$ cat config.mk
export PLATFORM = sky130hd
export DESIGN_NAME = fetch_unit_flat
export DESIGN_NICKNAME = d
export VERILOG_FILES = /design/src/rtl/fetch_if.sv /design/src/rtl/fetch_unit.sv /design/src/flat_wrapper.sv
export SDC_FILE = /design/constraint.sdc
export NUM_CORES = 1
export LEC_CHECK = 0
export ABC_CLOCK_PERIOD_IN_PS = 1600
export CAP_MARGIN = 20
export CORE_ASPECT_RATIO = 0.8
export CORE_MARGIN = 5
export CORE_UTILIZATION = 38
export CTS_BUF_LIST = sky130_fd_sc_hd__clkbuf_2 sky130_fd_sc_hd__clkbuf_4 sky130_fd_sc_hd__clkbuf_8
export CTS_CLUSTER_DIAMETER = 100
export DETAILED_ROUTE_END_ITERATION = 8
export PLACE_DENSITY = 0.66
export SYNTH_ARGS = -nofsm -noshare
export SYNTH_HDL_FRONTEND = slang
export SYNTH_SLANG_ARGS = --single-unit
$ cat constraint.sdc
create_clock -name clock -period 1.6 [get_ports clock]
set_input_delay 0.24 -clock clock [delete_from_list [all_inputs] [get_ports clock]]
set_output_delay 0.24 -clock clock [all_outputs]
set_load 0.005 [all_outputs]
$ cat src/rtl/fetch_if.sv
// Bundles the instruction-memory request/response, redirect and decode-side
// handshake signals of the fetch front end.
interface fetch_if #(
  parameter int ADDR_W  = 9,
  parameter int INSTR_W = 32,
  parameter int DEPTH   = 4
);
  localparam int CNT_W = $clog2(DEPTH) + 1;

  logic               imem_req;
  logic [ADDR_W-1:0]  imem_addr;
  logic [INSTR_W-1:0] imem_data;
  logic               redirect;
  logic [ADDR_W-1:0]  redirect_pc;
  logic               out_valid;
  logic               out_ready;
  logic [INSTR_W-1:0] out_instr;
  logic [ADDR_W-1:0]  out_pc;
  logic [CNT_W-1:0]   fifo_count;

  modport master (
    output imem_req, imem_addr, out_valid, out_instr, out_pc, fifo_count,
    input  imem_data, redirect, redirect_pc, out_ready
  );

  modport slave (
    input  imem_req, imem_addr, out_valid, out_instr, out_pc, fifo_count,
    output imem_data, redirect, redirect_pc, out_ready
  );
endinterface

$ cat src/rtl/fetch_unit.sv
// Instruction-fetch front end: PC, 1-cycle-latency imem requests and a prefetch
// FIFO delivering {instr, pc} to decode, with redirect flush and backpressure.
module fetch_unit #(
  parameter int ADDR_W   = 9,
  parameter int INSTR_W  = 32,
  parameter int PC_STEP  = 1,
  parameter int RESET_PC = 0,
  parameter int DEPTH    = 4
) (
  input  logic     clock,
  input  logic     r,
  fetch_if.master  bus
);
  localparam int PTR_W = $clog2(DEPTH);
  localparam int CNT_W = PTR_W + 1;
  localparam logic [ADDR_W-1:0] RESET_PC_C = ADDR_W'(RESET_PC);
  localparam logic [ADDR_W-1:0] STEP_C     = ADDR_W'(PC_STEP);
  localparam logic [CNT_W:0]    DEPTH_C    = (CNT_W + 1)'(DEPTH);

  logic [ADDR_W-1:0]  pc_r, pc_n_s;
  logic [ADDR_W-1:0]  req_pc_r, req_pc_n_s;
  logic               inflight_r, inflight_n_s;
  logic               drop_r, drop_n_s;
  logic [CNT_W-1:0]   count_r, count_n_s;
  logic [PTR_W-1:0]   rd_ptr_r, rd_ptr_n_s;
  logic [PTR_W-1:0]   wr_ptr_r, wr_ptr_n_s;
  logic [INSTR_W-1:0] instr_mem_r [DEPTH];
  logic [ADDR_W-1:0]  pc_mem_r    [DEPTH];

  logic [CNT_W:0]     occupancy_s;
  logic               imem_req_s;
  logic               push_s;
  logic               pop_s;
  logic               valid_s;

  // Credit check: queued plus in-flight fetches must leave room for one more.
  always_comb begin
    occupancy_s = {1'b0, count_r} + {{CNT_W{1'b0}}, inflight_r};
    imem_req_s  = r & (occupancy_s < DEPTH_C);
    valid_s     = (count_r != {CNT_W{1'b0}});
    push_s      = inflight_r & ~drop_r & ~bus.redirect;
    pop_s       = valid_s & bus.out_ready;
  end

  // Next-state for PC, FIFO bookkeeping and the drop-after-redirect flag.
  always_comb begin
    pc_n_s       = pc_r;
    req_pc_n_s   = req_pc_r;
    inflight_n_s = imem_req_s;
    drop_n_s     = 1'b0;
    count_n_s    = count_r;
    rd_ptr_n_s   = rd_ptr_r;
    wr_ptr_n_s   = wr_ptr_r;

    if (imem_req_s) begin
      req_pc_n_s = pc_r;
    end else begin
      req_pc_n_s = req_pc_r;
    end

    if (bus.redirect) begin
      // A request issued this cycle still returns next cycle; drop marks it stale.
      pc_n_s     = bus.redirect_pc;
      drop_n_s   = imem_req_s;
      count_n_s  = {CNT_W{1'b0}};
      rd_ptr_n_s = {PTR_W{1'b0}};
      wr_ptr_n_s = {PTR_W{1'b0}};
    end else begin
      if (imem_req_s) begin
        pc_n_s = pc_r + STEP_C;
      end else begin
        pc_n_s = pc_r;
      end

      if (push_s) begin
        wr_ptr_n_s = wr_ptr_r + PTR_W'(1);
      end else begin
        wr_ptr_n_s = wr_ptr_r;
      end

      if (pop_s) begin
        rd_ptr_n_s = rd_ptr_r + PTR_W'(1);
      end else begin
        rd_ptr_n_s = rd_ptr_r;
      end

      case ({push_s, pop_s})
        2'b10:   count_n_s = count_r + CNT_W'(1);
        2'b01:   count_n_s = count_r - CNT_W'(1);
        default: count_n_s = count_r;
      endcase
    end
  end

  // Control state register.
  always_ff @(posedge clock or negedge r) begin
    if (!r) begin
      pc_r       <= RESET_PC_C;
      req_pc_r   <= {ADDR_W{1'b0}};
      inflight_r <= 1'b0;
      drop_r     <= 1'b0;
      count_r    <= {CNT_W{1'b0}};
      rd_ptr_r   <= {PTR_W{1'b0}};
      wr_ptr_r   <= {PTR_W{1'b0}};
    end else begin
      pc_r       <= pc_n_s;
      req_pc_r   <= req_pc_n_s;
      inflight_r <= inflight_n_s;
      drop_r     <= drop_n_s;
      count_r    <= count_n_s;
      rd_ptr_r   <= rd_ptr_n_s;
      wr_ptr_r   <= wr_ptr_n_s;
    end
  end

  // FIFO storage, written with the returning instruction and its request PC.
  always_ff @(posedge clock or negedge r) begin
    if (!r) begin
      for (int i = 0; i < DEPTH; i++) begin
        instr_mem_r[i] <= {INSTR_W{1'b0}};
        pc_mem_r[i]    <= {ADDR_W{1'b0}};
      end
    end else begin
      if (push_s) begin
        instr_mem_r[wr_ptr_r] <= bus.imem_data;
        pc_mem_r[wr_ptr_r]    <= req_pc_r;
      end
    end
  end

  // Outputs depend only on registered state (plus the reset gate on the request).
  always_comb begin
    bus.imem_req   = imem_req_s;
    bus.imem_addr  = pc_r;
    bus.out_valid  = valid_s;
    bus.fifo_count = count_r;
    if (valid_s) begin
      bus.out_instr = instr_mem_r[rd_ptr_r];
      bus.out_pc    = pc_mem_r[rd_ptr_r];
    end else begin
      bus.out_instr = {INSTR_W{1'b0}};
      bus.out_pc    = {ADDR_W{1'b0}};
    end
  end
endmodule

$ cat src/flat_wrapper.sv
// flat-port wrapper written by rule: the top's interface ports become plain ports
module fetch_unit_flat 
#(
  parameter int ADDR_W   = 9,
  parameter int INSTR_W  = 32,
  parameter int PC_STEP  = 1,
  parameter int RESET_PC = 0,
  parameter int DEPTH    = 4
)
  (clock, r, bus_imem_req, bus_imem_addr, bus_out_valid, bus_out_instr, bus_out_pc, bus_fifo_count, bus_imem_data, bus_redirect, bus_redirect_pc, bus_out_ready);
  fetch_if #(.ADDR_W(ADDR_W), .INSTR_W(INSTR_W), .DEPTH(DEPTH)) bus_i ();
  input  logic clock;
  input  logic r;
  output wire logic [$bits(bus_i.imem_req)-1:0] bus_imem_req;
  output wire logic [$bits(bus_i.imem_addr)-1:0] bus_imem_addr;
  output wire logic [$bits(bus_i.out_valid)-1:0] bus_out_valid;
  output wire logic [$bits(bus_i.out_instr)-1:0] bus_out_instr;
  output wire logic [$bits(bus_i.out_pc)-1:0] bus_out_pc;
  output wire logic [$bits(bus_i.fifo_count)-1:0] bus_fifo_count;
  input wire logic [$bits(bus_i.imem_data)-1:0] bus_imem_data;
  input wire logic [$bits(bus_i.redirect)-1:0] bus_redirect;
  input wire logic [$bits(bus_i.redirect_pc)-1:0] bus_redirect_pc;
  input wire logic [$bits(bus_i.out_ready)-1:0] bus_out_ready;
  assign bus_imem_req = bus_i.imem_req;
  assign bus_imem_addr = bus_i.imem_addr;
  assign bus_out_valid = bus_i.out_valid;
  assign bus_out_instr = bus_i.out_instr;
  assign bus_out_pc = bus_i.out_pc;
  assign bus_fifo_count = bus_i.fifo_count;
  assign bus_i.imem_data = bus_imem_data;
  assign bus_i.redirect = bus_redirect;
  assign bus_i.redirect_pc = bus_redirect_pc;
  assign bus_i.out_ready = bus_out_ready;
  fetch_unit #(.ADDR_W(ADDR_W), .INSTR_W(INSTR_W), .PC_STEP(PC_STEP), .RESET_PC(RESET_PC), .DEPTH(DEPTH)) u_core (.clock(clock), .r(r), .bus(bus_i));
endmodule
==> metrics.md, run 1 <==
| Metric | Value |
|---|---|
| Result of the run | finished with violations |
| Failing checks | negative hold slack, negative setup slack |
| Post-synth net total | between 600 and 700 |
| #FFs+latches synth | about 190 |
| DRC viols | 0 |
| Number of instances in the synthesized netlist | 589 |
| Grt total ovfl | 0 |
| Setup Viol. Count Final | 178 |
| Area of all placed cells without fillers | 13200 um^2 |
| Worst Max-Slew Pin Slew | 1.18 ns |
| Cell-internal power | 16700 uW |
| Vertical die dimension | 152 um |
| Final GP Congestion | between 0.7 and 0.8 |
| Sequential fraction of the synthesis area | 49.9% |
| Placed Area | 11500 um^2 |
| Fraction of synthesis flops using an asynchronous set or reset pin | 100% |
| Relative max-transition margin | 21.1% |
| Biggest area consumer among synthesized cells | dfrtp_1 |
| Arr. time, crit path | 2.13 ns |
| Pwr per Cell Area | 1790 nW/um^2 |
| Wire length per cell after detailed routing | 20.1 um |
| Final WS setup | -0.770 ns |
| Worst min-delay path category | in -> async |
| Sequential power share | 33.1% |
| Time the final worst path needs with I/O delays and setup | 2.37 ns |
| Die area | 28500 um^2 |
| Hold Fails Final Rpt | 39 |
| Iteration-0 DRC Markers | 307 |
| All-Layer GR Usage | about 17% |
| Width of the die | 188 um |
| Post-synth top cells | dfrtp_1 (191), mux2_4 (160), and2_1 (42), mux4_2 (41), nand2_1 (38) |
| Clock insertion delay at the later pin of the skew report | between 0.4 and 0.5 ns |
| Syn avg cell area | 16.3 um^2 |
| Maximum Capacitance Violations | 0 |
| Rows | 52 |
| Global-route wire length before repair | around 38000 um |
| H-Tree Depth | 4 |
| Total clock sinks | 191 |
| Detailed-placement wirelength estimate | 14300 um |
| Worst-path fanout max | 6 |
| Skew final | 0.0176 ns |
| Fin Hold WS | -0.122 ns |
| Largest net degree at the start of global routing | around 180 |
| Starting density of the core | approximately two fifths |
| Post-route total power | 23600 uW |
| Flip-flop cell with the highest count after synthesis | dfrtp_1 |
| Number of buffers created by CTS | 17 |
| Average vias per placed instance | 4.90 |
| Vias after detailed routing | 5763 |
| Root Buffer | clkbuf_8 |
| Required @ worst endpoint | between 1 and 1.5 ns |
| Diodes inserted | 0 |
| Number of input and output port buffers inserted | 99 |
| Cell with the most instances after synthesis | dfrtp_1 |
| Number of iterations in the first detailed-routing pass | 4 |
| Max Freq | ~420 MHz |
| Maximum buffer depth of the clock tree | 2 |
| Combinational power share | 51.8% |
| Start-to-end type of the worst setup path | reg -> out |
| Area of the core region | 25000 um^2 |
| CTS tree | done |
| Top-level I/O count | 100 |
| Final count of pins violating max slew | 0 |
| Static power due to leakage | approximately 0.006 uW |
| Synth unique cells | 35 |
| Type of origin of the critical path | register |
| Fraction of layout instances using a drive strength above 1 | 61.9% |
| Clock-pin slew on the worst setup and hold paths | ~0.10 ns |
| Via count of the first global-routing pass | 6649 |
| Fraction of power consumed by the clock network | 15.0% |
| Top cells by area, synth | dfrtp_1 (50%), mux2_4 (25%), mux4_2 (9.6%) |
| Final nets | 890 |
| Antenna violations before repair | 0 |
| Power dissipated by switching net loads | between 6000 and 7000 uW |
| Unrepaired setup endpoints after global routing | true |
| EDFF count, synth | 0 |
| Type of element capturing the critical path | output port |
| Highest ir drop seen on vdd | 0.000800 V |
| Switching power as a share of total power | about 30% |
| Antenna Nets Post-Route | 0 |
| Layout overhead on the synthesized area | 38.1% |
| Area fraction of the dominant cell type after synthesis | 49.9% |
| Post-synthesis cell area | 9590 um^2 |
| DRT Wirelength | between 20000 and 25000 um |
| Number of warnings printed during yosys synthesis | 0 |
| Fraction of the cycle the final worst path needs | 148% |
## power groups by stage
stage	Sequential [uW]	Clock [uW]	Combinational, uW
floorplan	7480	0	5870
global placement	7720	0	9780
detailed placement	7870	0	10000
CTS	7810	3660	12100
global route	8050	3850	13100
finish	7830	3560	12300
## worst paths after layout
check	from	endpoint	slack, ns	cells after the start
setup / recovery	u_core.rd_ptr_r[0]	bus_out_pc[4]	-0.77	6
hold / removal	r	u_core.instr_mem_r[114]	-0.12	2
setup reg to reg	u_core.bus.fifo_count[2]	u_core.bus.fifo_count[2]	-0.44	8
hold reg to reg	u_core.instr_mem_r[40]	u_core.instr_mem_r[40]	0.52	1
max in group asynchronous	r	u_core.rd_ptr_r[0]	0.59	2
min in group clock	r	u_core.bus.imem_addr[3]	0.26	5
## layer usage
layer  GRT usage, %  share of wire [%]  routed length, um
met1           23.2                 46              11000
met2           27.5                 49              11600
met3           3.76                3.8                894
met4           3.98               0.92                217
met5              0                  0                  0
## worst max-delay path, stage by stage (launching register included)
cell	delay (ns)
dfrtp_4	0.52
buf_12	0.16
buf_12	0.13
buf_6	0.11
mux4_2	0.45
and2_1	0.16
buf_2	0.12
## layout make-up
class / count / area, um^2
clock buffer: 20 / 269
clock inverter: 12 / 169
fill: 1976 / 11800
inverter: 4 / 17.5
multi-input combinational: 353 / 4570
sequential: 191 / 4790
tap: 324 / 405
timing repair buffer: 272 / 3020
## sequential cells by signal (all words and copies together), names as in the netlist
register,flops
u_core.instr_mem_r,128
u_core.pc_mem_r,36
u_core.bus.imem_addr,9
u_core.req_pc_r,9
u_core.bus.fifo_count,3
u_core.rd_ptr_r,2
u_core.wr_ptr_r,2
u_core.drop_r,1
u_core.inflight_r,1
## stage by stage
stage	std cells	setup slack (ns)	TNS, ns	hold slack [ns]	utilization [%]
2_1_floorplan	589	-0.141	-0.141	-0.0556	-
3_3_place_gp	1071	-0.466	-81.31	0.223	45.8
3_5_place_dp	1071	-0.469	-84.42	0.226	45.8
4_1_cts	1172	-0.817	-33.33	0.0453	52.3
5_1_grt	1176	-0.835	-44.17	0.0715	52.8
6_report	1176	-0.770	-33.84	-0.122	52.8
## cell families (layout without fill, tap and decap cells)
| family | Yosys count | in the layout | synth area share [%] |
|---|---|---|---|
| AOI/OAI and AO/OA | 11 | 11 | 0.770 |
| xor gates and xnor gates | 12 | 12 | 1.10 |
| adders and majority gates | 6 | 6 | 0.862 |
| buffers and inverters | 45 | 308 | 5.31 |
| DFF | 191 | 191 | 49.9 |
| muxes | 208 | 208 | 35.5 |
| and+or+nand+nor | 116 | 116 | 6.60 |
## cell usage in the layout (no fill, tap or decap), types with 3 or more instances in the layout
cell type	instances
dfrtp_1	185
mux2_4	165
buf_4	93
buf_6	66
clkdlybuf4s50_1	43
mux4_2	41
and2_4	41
nand2_1	37
buf_12	36
clkbuf_8	20
dlygate4sd2_1	9
nor2_1	8
xnor2_1	7
o21ai_1	7
buf_2	7
buf_8	7
and2_1	5
ha_1	5
inv_6	5
buf_16	5
dfrtp_2	5
xor2_1	4
inv_1	3
nor3_2	3
nand3_1	3
bufinv_16	3
## timing repair
action | in CTS | in global routing
hold buffers | 1 | 0
pin swaps | 43 | 15
cloned | 11 | 1
endpoints found under the hold margin | 8 | 0
setup buffers | 61 | 22
resized for setup | 326 | 59
setup endpoints to repair | 202 | 213
Power figures use the tool's default switching activity.
==> run 2, diff against run 1 <==
--- a/config.mk
+++ b/config.mk
@@ -5,7 +5,7 @@
 export SDC_FILE = /design/constraint.sdc
 export NUM_CORES = 1
 export LEC_CHECK = 0
-export ABC_CLOCK_PERIOD_IN_PS = 1600
+export ABC_CLOCK_PERIOD_IN_PS = 2300
 export CAP_MARGIN = 20
 export CORE_ASPECT_RATIO = 0.8
 export CORE_MARGIN = 5
@@ -13,7 +13,6 @@
 export CTS_BUF_LIST = sky130_fd_sc_hd__clkbuf_2 sky130_fd_sc_hd__clkbuf_4 sky130_fd_sc_hd__clkbuf_8
 export CTS_CLUSTER_DIAMETER = 100
 export DETAILED_ROUTE_END_ITERATION = 8
-export PLACE_DENSITY = 0.66
 export SYNTH_ARGS = -nofsm -noshare
 export SYNTH_HDL_FRONTEND = slang
 export SYNTH_SLANG_ARGS = --single-unit
==> constraint.sdc (replaced) <==
create_clock -name clock -period 2.3 [get_ports clock]
set_input_delay 0.345 -clock clock [delete_from_list [all_inputs] [get_ports clock]]
set_output_delay 0.345 -clock clock [all_outputs]
set_load 0.005 [all_outputs]
==> run 2 against run 1 <==
  * The flow finishes with violations (negative setup slack)
  * Power is 35% lower
  * Sequential power down 30%
  * Die area did not move
  * Routed wire length fell by 7.9%
  * Final cell count shrank 9.8%
==> metrics.md, run 2 (same netlist as run 1, synthesis figures left out) <==
| Metric | Value |
|---|---|
| Count of placed standard cells in the final layout, fillers left out | 1061 |
| Number of buffers created by CTS | 17 |
| Via count of the first global-routing pass | 6124 |
| Area of combinational cells with multiple inputs | approximately 4400 um^2 |
| Static power due to leakage | about 0.0053 uW |
| Area occupied by registers | 4780 um^2 |
| Max Freq | 400 MHz |
| Commonest non-fill, non-tap cells in the layout | dfrtp_1 (189), mux2_4 (160), clkdlybuf4s50_1 (55) |
| Antenna Nets Post-Route | 0 |
| Setup Viol. Count Final | 35 |
| DRC viols | 0 |
| H-Tree Depth | 4 |
| Final GP Congestion | 0.754 |
| Detailed-placement wirelength estimate | 13600 um |
| Result of the run | finished with violations |
| Start-to-end type of the worst setup path | reg -> out |
| Wire length per cell after detailed routing | around 21 um |
| Vias after detailed routing | 5324 |
| Root Buffer | clkbuf_8 |
| Cell with the most instances on the worst path | buf_12 |
| CTS tree | done |
| Clock-pin slew on the worst setup and hold paths | 0.10 ns |
| Layout overhead on the synthesized area | 23.0% |
| Type of origin of the critical path | register |
| Worst Max-Slew Pin Slew | roughly 0.74 ns |
| Area of the core region | approximately 25000 um^2 |
| Max reg flops | 128 |
| Average vias per placed instance | about 5.0 |
| Largest net degree at the start of global routing | 132 |
| Number of input and output port buffers inserted | 99 |
| Largest Register | u_core.instr_mem_r |
| Worst-path fanout max | 7 |
| Iteration-0 DRC Markers | 201 |
| Time the final worst path needs with I/O delays and setup | 2.50 ns |
| Post-Place Setup Slack | around 0.09 ns |
| Total clock sinks | between 150 and 200 |
| Final nets | a little under 800 |
| Register-to-register setup slack | 0.32 ns |
| Unrepaired setup endpoints after global routing | true |
| Gate family responsible for the most delay along the worst path | flip-flops |
| Placed Area | 10900 um^2 |
| Relative max-transition margin | 50.8% |
| Antenna violations before repair | 0 |
| Placed insts | 1000 |
| Number of iterations in the first detailed-routing pass | 4 |
| Final WS setup | -0.201 ns |
| Starting density of the core | a little under two fifths |
| Arr. time, crit path | 2.16 ns |
| CP max stage delay | roughly 0.58 ns |
| Area of all placed cells without fillers | 11800 um^2 |
| Vertical die dimension | 152 um |
| Global-route wire length before repair | 35700 um |
| Worst min-delay path category | in -> async |
| Top-level I/O count | 100 |
| Pwr per Cell Area | roughly 1300 nW/um^2 |
| DRT Wirelength | 21800 um |
| Rows | 52 |
| Failing checks | negative setup slack |
| Width of the die | 188 um |
| Highest ir drop seen on vdd | 0.000546 V |
| Maximum Capacitance Violations | 0 |
| Clock insertion delay at the later pin of the skew report | 0.47 ns |
| Cells along the critical path | buf_12 > buf_12 > buf_12 > mux4_2 > and2_1 > buf_2 |
| Diodes inserted | 0 |
| Final count of pins violating max slew | 0 |
| Skew final | 0.0138 ns |
| Die area | 28500 um^2 |
| Required @ worst endpoint | 1.96 ns |
| Maximum buffer depth of the clock tree | 2 |
| Fraction of the cycle the final worst path needs | 109% |
| Post-route total power | 15400 uW |
| Worst-path cell with the longest stage delay | dfrtp_4 |
| Filler cells | 2164 |
| All-Layer GR Usage | between 10% and 20% |
| Type of element capturing the critical path | output port |
| Fraction of layout instances using a drive strength above 1 | between 50% and 60% |
| Most common cell after layout, fill and taps aside | dfrtp_1 |
| Grt total ovfl | 0 |
| Hold Fails Final Rpt | 0 |
| Crit path buffers/inverters | 4 |
| Registers with the most flip-flops | u_core.instr_mem_r x128, u_core.pc_mem_r x36 |
## run 2: changes by cell type in the layout (fill, tap and decap cells not counted), moves of 8 or more
cell / before / now
buf_4: 93 / 19
buf_12: 36 / 19
dlygate4sd2_1: 9 / 1
buf_6: 66 / 46
clkdlybuf4s50_1: 43 / 55
## run 2: area by class of cell
cell class | instances | share of cell area, %
Sequential cell | 191 | 40.6
Multi-Input combinational cell | 353 | 37.2
Timing Repair Buffer | 157 | 15.1
Tap cell | 324 | 3.44
Clock buffer | 18 | 2.10
Clock inverter | 14 | 1.43
Inverter | 4 | 0.127
## run 2: repair_timing
action,in CTS,in global routing
setup endpoints to repair,42,43
resized for setup,239,17
endpoints found under the hold margin,4,0
setup buffers,29,3
pin swaps,41,2
hold buffers,1,0
gates cloned,3,0
## run 2: power by group
group	internal [uW]	switching (uW)	leakage, uW
sequential	4610	855	0.00244
combinational	5110	2470	0.00266
clock	951	1350	0.000212
## run 2: metal layers
| metal | GRT usage (%) | vias up | wire length [um] |
|---|---|---|---|
| met3 | 3.62 | 18 | 912 |
| met2 | 24.0 | 99 | 9930 |
| met5 | 0 | - | 0 |
| met4 | 3.28 | 0 | 246 |
| met1 | 23.3 | 2858 | 10700 |
| li1 | - | 2349 | - |
## run 2: path summary, 6_finish.rpt
| kind | start | cells past startpoint | to |
|---|---|---|---|
| max in group asynchronous | r | 2 | u_core.rd_ptr_r[0] |
| min in group clock | r | 5 | u_core.bus.imem_addr[3] |
| hold reg to reg | u_core.instr_mem_r[53] | 1 | u_core.instr_mem_r[53] |
| setup reg to reg | u_core.bus.fifo_count[0] | 7 | u_core.bus.fifo_count[2] |
| setup / recovery | u_core.rd_ptr_r[0] | 6 | bus_out_pc[3] |
| hold / removal | r | 2 | u_core.instr_mem_r[56] |
## run 2: worst register-to-register path: stages (launching register included)
cell	delay [ns]
dfrtp_1	0.40
buf_4	0.17
o31ai_4	0.37
nor2_1	0.09
fa_1	0.38
nor3_1	0.27
o21a_1	0.15
nor3_1	0.04
## run 2: through the flow
| step | hold WS, ns | util [%] | setup TNS (ns) |
|---|---|---|---|
| global placement | 0.195 | 43.4 | 0 |
| global route | 0.101 | 47.1 | -5.82 |
| finish | 0.0148 | 47.1 | -2.96 |
| detailed placement | 0.197 | 43.4 | 0 |
| floorplan | 0.0494 | - | 0 |
| CTS | 0.0879 | 47.0 | -5.84 |
==> run 3, diff against run 2 <==
--- a/config.mk
+++ b/config.mk
@@ -13,6 +13,7 @@
 export CTS_BUF_LIST = sky130_fd_sc_hd__clkbuf_2 sky130_fd_sc_hd__clkbuf_4 sky130_fd_sc_hd__clkbuf_8
 export CTS_CLUSTER_DIAMETER = 100
 export DETAILED_ROUTE_END_ITERATION = 8
+export REMOVE_ABC_BUFFERS = 1
 export SYNTH_ARGS = -nofsm -noshare
 export SYNTH_HDL_FRONTEND = slang
 export SYNTH_SLANG_ARGS = --single-unit
==> run 3 against run 2 <==
  * The flow still finishes with violations (negative setup slack)
  * Count of clock-buffer cells in the layout rose by 1
  * Cell area shrank 1.0%
  * Worst setup slack improved by 0.063 ns
  * Largest cell class unchanged
  * Largest power group unchanged
==> metrics.md, run 3 (same netlist as run 1, synthesis figures left out) <==
| Metric | Value |
|---|---|
| Grt total ovfl | 0 |
| Via count of the first global-routing pass | 6059 |
| Final nets | slightly below 800 |
| Result of the run | finished with violations |
| DRT Wirelength | 22600 um |
| Failing checks | negative setup slack |
| Antenna Nets Post-Route | 0 |
| Arr. time, crit path | between 2 and 2.5 ns |
| Number of input and output port buffers inserted | 99 |
| Total clock sinks | 191 |
| Commonest non-fill, non-tap cells in the layout | dfrtp_1 (189), mux2_4 (160), clkdlybuf4s50_1 (55) |
| Final GP Congestion | around 0.75 |
| Area of all placed cells without fillers | 11700 um^2 |
| Relative max-transition margin | 50.1% |
| Antenna violations before repair | 0 |
| Post-route core utilization | 46.6% |
| Unrepaired setup endpoints after global routing | true |
| Maximum Capacitance Violations | 0 |
| Maximum buffer depth of the clock tree | 2 |
| Starting density of the core | 38.3% |
| Detailed-placement wirelength estimate | 14300 um |
| DRC viols | 0 |
| Post-route total power | 15000 uW |
| Rows | between 50 and 60 |
| Worst min-delay path category | in -> async |
| Average vias per placed instance | between 4 and 5 |
| Final count of pins violating max slew | 0 |
| Max reg flops | between 100 and 150 |
| Area of the core region | 25000 um^2 |
| Fraction of the cycle the final worst path needs | 106% |
| Vias after detailed routing | ~5200 |
| Vertical die dimension | ~150 um |
| Clock-pin slew on the worst setup and hold paths | 0.11 ns |
| Wire length per cell after detailed routing | 21.4 um |
| Pwr per Cell Area | 1290 nW/um^2 |
| Width of the die | 188 um |
| Type of element capturing the critical path | output port |
| Die area | 28500 um^2 |
| Static power due to leakage | 0.00524 uW |
| Filler cells | 2159 |
| Global-route wire length before repair | 36600 um |
| Setup Viol. Count Final | slightly above 40 |
| Final WS setup | -0.138 ns |
| Clock insertion delay at the later pin of the skew report | 0.47 ns |
| Placed Area | 11000 um^2 |
| Highest ir drop seen on vdd | between 0.0005 and 0.0006 V |
| Most common cell after layout, fill and taps aside | dfrtp_1 |
| Iteration-0 DRC Markers | 258 |
| Fraction of layout instances using a drive strength above 1 | about 51% |
| Root Buffer | clkbuf_8 |
| Number of iterations in the first detailed-routing pass | 4 |
| Number of buffers created by CTS | 17 |
| Layout overhead on the synthesized area | 21.7% |
| Worst-path fanout max | 4 |
| Worst Max-Slew Pin Slew | 0.748 ns |
| Registers with the most flip-flops | u_core.instr_mem_r x128, u_core.pc_mem_r x36 |
| Top-level I/O count | 100 |
| Skew final | 0.0133 ns |
| Largest Register | u_core.instr_mem_r |
| Hold Fails Final Rpt | 0 |
| Type of origin of the critical path | register |
| All-Layer GR Usage | 16.3% |
| H-Tree Depth | 4 |
| Time the final worst path needs with I/O delays and setup | approximately 2.4 ns |
| CTS tree | done |
| Max Freq | 410 MHz |
| Diodes inserted | 0 |
| Start-to-end type of the worst setup path | reg -> out |
| Required @ worst endpoint | around 2.0 ns |
| Largest net degree at the start of global routing | 59 |
-- run 3: what timing repair did --
action / CTS / global route
buffers inserted: 17 / 2
gates resized for setup: 237 / 16
pin swaps: 42 / 4
gates cloned: 3 / 0
setup endpoints to repair: 42 / 42
endpoints found under the hold margin: 9 / 0
hold buffers: 1 / 0
-- run 3: through the flow --
step | setup TNS, ns | setup WS, ns | std cells | hold WS [ns]
after floorplan | -24.79 | -0.603 | 548 | 0.0494
after global placement | 0 | 0.0757 | 1007 | 0.202
after detailed placement | 0 | 0.0376 | 1007 | 0.204
after CTS | -5.00 | -0.196 | 1058 | 0.0457
after global routing | -5.02 | -0.214 | 1055 | 0.0754
final | -1.64 | -0.138 | 1055 | 0.0591
-- run 3: final cells by class --
| class | count | area [um^2] | area share [%] |
|---|---|---|---|
| tap | 324 | 405 | 3.47 |
| clock buffer | 19 | 255 | 2.19 |
| sequential | 191 | 4780 | 41.0 |
| timing repair buffer | 152 | 1720 | 14.8 |
| clock inverter | 12 | 104 | 0.890 |
| inverter | 4 | 15.0 | 0.129 |
| multi-input combinational | 353 | 4380 | 37.6 |
-- run 3: path summary, 6_finish.rpt --
path	from	endpoint	slack, ns	cells after the start
min in group clock	r	u_core.bus.imem_addr[3]	0.39	5
min reg2reg	u_core.instr_mem_r[45]	u_core.instr_mem_r[45]	0.52	1
max	u_core.rd_ptr_r[0]	bus_out_pc[2]	-0.14	6
max in group asynchronous	r	u_core.instr_mem_r[9]	1.07	3
max reg2reg	u_core.bus.fifo_count[0]	u_core.bus.fifo_count[2]	0.30	7
min	r	u_core.instr_mem_r[54]	0.06	2
-- run 3: power by group --
group	leakage, uW	internal [uW]	switching, uW
registers	0.00244	4610	825
logic	0.00262	4960	2500
clock network	0.000174	814	1310
total	0.00524	10400	4640
-- run 3: metal layers --
metal | share of wire (%) | wire [um] | GRT usage, % | vias to the layer above
li1 | - | - | - | 2347
met1 | 49 | 11200 | 23.6 | 2776
met2 | 45 | 10100 | 25.0 | 111
met3 | 5.0 | 1120 | 4.27 | 11
met4 | 0.84 | 191 | 3.25 | 0
met5 | 0 | 0 | 0 | -
-- run 3: critical path, cell delays in order, from the launching register on --
cell	delay [ns]
dfrtp_4	0.54
buf_12	0.15
buf_8	0.13
buf_6	0.11
mux4_2	0.41
and2_4	0.16
buf_6	0.11
